--- config.mk ---
export PLATFORM = sky130hd
export DESIGN_NAME = id_ex_stage_reg
export DESIGN_NICKNAME = d
export VERILOG_FILES = /design/src/rtl/id_ex_stage_reg.sv
export SDC_FILE = /design/constraint.sdc
export NUM_CORES = 1
export LEC_CHECK = 0
export CAP_MARGIN = 5
export CELL_PAD_IN_SITES_DETAIL_PLACEMENT = 1
export CELL_PAD_IN_SITES_GLOBAL_PLACEMENT = 2
export CORE_MARGIN = 2
export CORE_UTILIZATION = 24
export CTS_BUF_LIST = sky130_fd_sc_hd__clkbuf_4 sky130_fd_sc_hd__clkbuf_8 sky130_fd_sc_hd__clkbuf_16
export CTS_CLUSTER_DIAMETER = 30
export DETAILED_ROUTE_END_ITERATION = 10
export GPL_ROUTABILITY_DRIVEN = 0
export PLACE_DENSITY_LB_ADDON = 0.3
export SETUP_SLACK_MARGIN = 0.3
export SLEW_MARGIN = 20
export SYNTH_ARGS = -nofsm -noshare
export SYNTH_HDL_FRONTEND = slang
export SYNTH_SLANG_ARGS = --single-unit
--- constraint.sdc ---
create_clock -name clk -period 1 [get_ports clk]
set_clock_uncertainty 0.05 [all_clocks]
set_input_delay 0.3 -clock clk [delete_from_list [all_inputs] [get_ports clk]]
set_output_delay 0.3 -clock clk [all_outputs]
set_load 0.005 [all_outputs]
--- src/rtl/id_ex_stage_reg.sv ---
// id_ex_stage_reg
//   ID->EX pipeline register. It captures one decoded instruction per cycle
//   and presents its operand and control fields to the EX stage, which holds
//   the Val2 generator and the ALU.
//
//   Parameters
//     DATA_W : width of pc and register operand values (default 32)
//     CNT_W  : width of the optional performance counters (default 16)
//
//   Ports
//     clk, rst_n          rising-edge clock, asynchronous active-low reset
//     freeze              hazard stall: every output holds its value
//     flush               branch taken: load a bubble (takes priority over freeze)
//     valid_in            ID holds a real instruction
//     *_in                decoded fields from ID
//     *_out               registered copies of the *_in fields
//     mem_en_out          registered (mem_r_en_in | mem_w_en_in), feeds Val2
//     valid_out           EX holds a real instruction
//
//   Optional feature, macro ID_EX_PERF_EN:
//     freeze_cnt_out      cycles stalled while EX holds a valid instruction
//     bubble_cnt_out      cycles in which a bubble was loaded
//     Both counters saturate at all-ones.
module id_ex_stage_reg #(
  parameter int unsigned DATA_W = 32,
  parameter int unsigned CNT_W  = 16
) (
  input  logic              clk,
  input  logic              rst_n,
  input  logic              freeze,
  input  logic              flush,
  input  logic              valid_in,
  input  logic [DATA_W-1:0] pc_in,
  input  logic [DATA_W-1:0] val_Rn_in,
  input  logic [DATA_W-1:0] val_Rm_in,
  input  logic [11:0]       shifter_operand_in,
  input  logic              imm_in,
  input  logic [23:0]       signed_imm_24_in,
  input  logic [3:0]        dest_in,
  input  logic [3:0]        src1_in,
  input  logic [3:0]        src2_in,
  input  logic [3:0]        exe_cmd_in,
  input  logic [3:0]        status_in,
  input  logic              wb_en_in,
  input  logic              mem_r_en_in,
  input  logic              mem_w_en_in,
  input  logic              b_in,
  input  logic              s_in,
  output logic [DATA_W-1:0] pc_out,
  output logic [DATA_W-1:0] val_Rn_out,
  output logic [DATA_W-1:0] val_Rm_out,
  output logic [11:0]       shifter_operand_out,
  output logic              imm_out,
  output logic [23:0]       signed_imm_24_out,
  output logic [3:0]        dest_out,
  output logic [3:0]        src1_out,
  output logic [3:0]        src2_out,
  output logic [3:0]        exe_cmd_out,
  output logic [3:0]        status_out,
  output logic              wb_en_out,
  output logic              mem_r_en_out,
  output logic              mem_w_en_out,
  output logic              b_out,
  output logic              s_out,
  output logic              mem_en_out,
  output logic              valid_out
`ifdef ID_EX_PERF_EN
  ,
  output logic [CNT_W-1:0]  freeze_cnt_out,
  output logic [CNT_W-1:0]  bubble_cnt_out
`endif
);

  if (CNT_W < 1) begin : g_cnt_w_check
    $error("CNT_W must be at least 1");
  end

  logic capture;
  assign capture = !flush && !freeze;

  always_ff @(posedge clk or negedge rst_n) begin
    if (!rst_n) begin
      pc_out              <= '0;
      val_Rn_out          <= '0;
      val_Rm_out          <= '0;
      shifter_operand_out <= '0;
      imm_out             <= 1'b0;
      signed_imm_24_out   <= '0;
      dest_out            <= '0;
      src1_out            <= '0;
      src2_out            <= '0;
      exe_cmd_out         <= '0;
      status_out          <= '0;
      wb_en_out           <= 1'b0;
      mem_r_en_out        <= 1'b0;
      mem_w_en_out        <= 1'b0;
      b_out               <= 1'b0;
      s_out               <= 1'b0;
      mem_en_out          <= 1'b0;
      valid_out           <= 1'b0;
    end else if (flush) begin
      pc_out              <= '0;
      val_Rn_out          <= '0;
      val_Rm_out          <= '0;
      shifter_operand_out <= '0;
      imm_out             <= 1'b0;
      signed_imm_24_out   <= '0;
      dest_out            <= '0;
      src1_out            <= '0;
      src2_out            <= '0;
      exe_cmd_out         <= '0;
      status_out          <= '0;
      wb_en_out           <= 1'b0;
      mem_r_en_out        <= 1'b0;
      mem_w_en_out        <= 1'b0;
      b_out               <= 1'b0;
      s_out               <= 1'b0;
      mem_en_out          <= 1'b0;
      valid_out           <= 1'b0;
    end else if (capture) begin
      pc_out              <= pc_in;
      val_Rn_out          <= val_Rn_in;
      val_Rm_out          <= val_Rm_in;
      shifter_operand_out <= shifter_operand_in;
      imm_out             <= imm_in;
      signed_imm_24_out   <= signed_imm_24_in;
      dest_out            <= dest_in;
      src1_out            <= src1_in;
      src2_out            <= src2_in;
      exe_cmd_out         <= exe_cmd_in;
      status_out          <= status_in;
      // Side-effect controls are gated by valid_in so a bubble can never
      // write registers, memory or flags, or redirect the pc.
      wb_en_out           <= wb_en_in    & valid_in;
      mem_r_en_out        <= mem_r_en_in & valid_in;
      mem_w_en_out        <= mem_w_en_in & valid_in;
      b_out               <= b_in        & valid_in;
      s_out               <= s_in        & valid_in;
      mem_en_out          <= (mem_r_en_in | mem_w_en_in) & valid_in;
      valid_out           <= valid_in;
    end
  end

`ifdef ID_EX_PERF_EN
  logic load_bubble;
  logic count_freeze;
  assign load_bubble  = flush || (capture && !valid_in);
  assign count_freeze = freeze && !flush && valid_out;

  always_ff @(posedge clk or negedge rst_n) begin
    if (!rst_n) begin
      freeze_cnt_out <= '0;
      bubble_cnt_out <= '0;
    end else begin
      if (count_freeze && (freeze_cnt_out != '1))
        freeze_cnt_out <= freeze_cnt_out + 1'b1;
      if (load_bubble && (bubble_cnt_out != '1))
        bubble_cnt_out <= bubble_cnt_out + 1'b1;
    end
  end
`endif

endmodule

======== Word level (Yosys, flattened, before mapping) ========
Index checks and enable logic that the tools add are counted.
operators by class
  $add $sub $neg .......................... 0
  multiply operators ...................... 0
  div/mod/pow operators ................... 0
  magnitude comparators ................... 0
  equal/unequal tests ..................... 0
  shift-type cells ........................ 0
  multiplexer cells ....................... 36
  bitwise gates (word level) .............. 7
  reduce and logical (&&, ||, !) cells .... 4
operators with widths
  kind                count
  32-bit 2-to-1 mux   6
  24-bit 2-to-1 mux   2
  4-bit 2-to-1 mux    10
  12-bit 2-to-1 mux   2
  1-bit 2-to-1 mux    16
  1-bit AND           6
  1-bit zero test     2
  2-bit nonzero test  1
  1-bit logical AND   1
  1-bit OR            1
word-level totals
  register bits ........................... 160
  latch bits .............................. 0
  memory bits (writable) .................. 0
  bits in read-only memories .............. 0
  bits of input ports ..................... 163
  output and inout bits ................... 160
  logic and storage cells ................. 65
  memories kept ........................... 0

======== Depth between registers and ports, before layout ========
  depth after elaboration ................. 4
  mapped depth ............................ 5

======== Worst setup path after synthesis ========
No wires, ideal clock.
  path type ............................... input-to-reg
  start point ............................. in freeze
  end point ............................... reg dest_out[1]
  setup time .............................. 132 ps
  arrival ................................. 959 ps
  setup slack ............................. -141 ps
  cell stages on the path ................. 5
  buffers on the path ..................... 3
  cell sequence ........................... buf_4 > buf_6 > buf_6 > mux2i_1 > nor2_1
on the way
  word-level cells in the longest chain between the ends .. 3
ends and longest elaborated chain
  element                       RTL line  RTL
  start, declared               30        input logic freeze,
  1-bit zero test               79        assign capture = !flush && !freeze;
  1-bit logical AND             79
  2-bit nonzero test (no line)  n/a
  end signal, assigned          127       dest_out <= dest_in;
  end, declared                 55        output logic [3:0] dest_out,
No other way between the ends.
A chain may end at the register's enable or synchronous reset.

======== Worst setup path in the final report ========
  start point ............................. reg pc_out[15]
  end point ............................... out pc_out[15]
RTL lines
  element                 RTL line  RTL
  start, declared         49        output logic [DATA_W-1:0] pc_out,
  start signal, assigned  121       pc_out <= pc_in;
No word-level cell between the ends.

==> qor.yml <==
power:
  max-vdd-ir-drop_mv: 1.05
  power_frac_seq: 0.404
  power.leakage_nw: 6.33
  power.switching_mw: 4.20
  sw_frac_of_total: 0.241
  pwr-share-comb: 0.184
  cellPowerDensity_nw_per_um2: 1450
  clkPwrFrac: 0.412
  intPower_mw: 13.3
worst_setup_path:
  critPathMaxStageDelay_ns: 0.41
  worstSetupEndpointType: "output port"
  cp_cell_sequence: "buf_2"
  cp_slowest_cell: "dfrtp_1"
  path_class: "flop to output port"
  required_ns: 0.65
  cp-start-kind: "flop"
  path_delay_family: "flip-flops"
  arrival_ns: 0.96
  path_max_fanout: 2
  cp.buffers_inverters: 1
global_route:
  overflow: 0
  grt_pass1_wl_mm: 36.8
  antenna_found_initial: 0
  grt_pass1_vias: 6311
  grt_usage: 0.170
  grt_max_degree: 55
sta:
  tightest_slew_ns: 0.294
  fmax_mhz: 765
  drv_slew: 0
  rsz0062_at_grt: "true"
  finalSetupViolCount: 167
  setup_slack_ns: -0.308
  hold_viol_final: 46
  period_needed_ns: 1.31
  period_share: 1.31
  fin_worst_hold_slack_ns: -0.301
  relSlewSlack: 0.804
route:
  antenna_left: 0
  vias: 5858
  drcViolationCount: 0
  wl_per_cell_um: 18.0
  wl_mm: 24.5
  routed_via_density: 4.29
  drtIter0Drc: 125
  dr.pass1.iters: 4
clock_tree:
  clk_latency_ns: 0.41
  numCtsBuffers: 17
  tritoncts: "yes"
  clock_path_buffers: 2
  cts.sinks: 160
  clockRootBuffer: "clkbuf_16"
  path_clk_slew_ns: 0.07
  htree_levels: 4
layout:
  fill_cells: 2848
  final_cell_mix: "160 x dfrtp_1, 159 x nor2_1, 158 x clkdlybuf4s50_1"
  area_growth_pct: 86.8
  layout.nets: 1182
  drive_gt1_frac: 0.389
  final_common_cell: "dfrtp_1"
  final_core_util: 0.459
  multi_input_area_um2: 2240
  seq_area_um2: 4000
  antenna_cells: 0
logic_synthesis:
  synth_top_family_by_area: "multiplexers"
  synth_area_um2: 6440
  synthDistinctLibCells: 12
  synth-simple-area-share: 0.0944
  synth-compound-area-share: 0.00816
  synth.avg_cell_area_um2: 12.4
  syn-instance-count: 518
  synth_warnings: 0
  synth_xor_area_frac: 0
  ys_ff_latch: 160
  yosysSeqAreaShare: 0.622
  synthMuxAreaShare: 0.238
  syn_nets: 681
  synthAdderAreaFrac: 0
floorplanning:
  rows: 59
  fp.dieW_um: 168
  die-area_um2: 28200
  core_um2: 26200
  die_y_um: 168
  initial_core_util: 0.246
  io_pins: 323
placed_design:
  io_buffers: 322
  dp_slack_ns: -0.375
  dp_hpwl_mm: 17.1
outcome:
  run_status: "complete, but fails checks"
  violations: "hold timing, setup timing"
job:
  max_cap_violations: 0
hold_path:
  hold_class: "primary input to async pin"
## metal layers
layer	wire length, um	track usage	up-vias
met5	0	0	-
met4	240	0.0348	0
li1	-	-	2715
met1	10000	0.203	2899
met3	2160	0.0651	17
met2	12100	0.293	227
## what timing repair did
item / in CTS / in global routing
setup buffers: 56 / 57
gates cloned: 6 / 0
resized for setup: 686 / 96
pin swaps: 23 / 59
endpoints found under the setup margin: 320 / 320
hold endpoints to repair: 37 / 24
## synthesized netlist by cell type (all sizes together)
library cell / count / area (um2)
a21oi: 2 / 10.0
a22oi: 5 / 37.5
and2b: 1 / 7.51
buf: 20 / 184
clkbuf: 16 / 60.1
dfrtp: 160 / 4000
mux2i: 153 / 1530
nand2: 1 / 3.75
nor2: 159 / 597
o21ai: 1 / 5.00
## flip-flops by register name (all words and copies together), names as in the netlist, 4 cells and up
| signal | flops |
|---|---|
| src1_out | 4 |
| dest_out | 4 |
| shifter_operand_out | 12 |
| val_Rn_out | 32 |
| src2_out | 4 |
| exe_cmd_out | 4 |
| val_Rm_out | 32 |
| status_out | 4 |
| pc_out | 32 |
| signed_imm_24_out | 24 |
## layout make-up
type / instances / share of cell area
tap: 335 / 0.0348
timing repair buffer: 518 / 0.393
multi-input combinational: 322 / 0.186
clock buffer: 17 / 0.0354
clock inverter: 12 / 0.0173
sequential: 160 / 0.333
## per-stage QoR
step                power, mW  hold WS, ns  instances  instance area [um2]  setup TNS (ns)
finish                   17.5       -0.301       1364                12000          -45.27
floorplan                8.02      -0.0456        518                 6540           -8.21
global route             18.3       -0.317       1364                12000          -54.04
CTS                      17.4       -0.315       1307                11200          -49.01
global placement         9.94        0.143       1216                10600          -60.87
detailed placement       10.0        0.141       1216                10600          -65.79
## worst paths after layout
check                                              end                    from  slack [ns]  cells past startpoint
max in group asynchronous        signed_imm_24_out[10]                   rst_n        0.70                      2
worst min-delay path                     val_Rm_out[4]                   rst_n       -0.30                      1
worst min register to register             src1_out[1]             src1_out[1]        0.47                      2
min in group clk                             valid_out                   flush        0.29                      3
worst max register to register  shifter_operand_out[6]  shifter_operand_out[6]       -0.06                      5
worst max-delay path                        pc_out[15]              pc_out[15]       -0.31                      1
## cell families after synthesis
family                 count (synthesis)
and+or+nand+nor                      161
muxes                                153
AOI/OAI and AO/OA                      8
DFF                                  160
buffers and inverters                 36
## power by group through the flow
stage	logic [mW]	registers [mW]	clock network (mW)
4_1_cts	2.90	7.03	7.44
3_5_place_dp	2.86	7.16	0
3_3_place_gp	2.79	7.14	0
2_1_floorplan	0.856	7.16	0
6_report	3.22	7.05	7.19
5_1_grt	3.47	7.09	7.77
(Power assumes the default switching activity.)
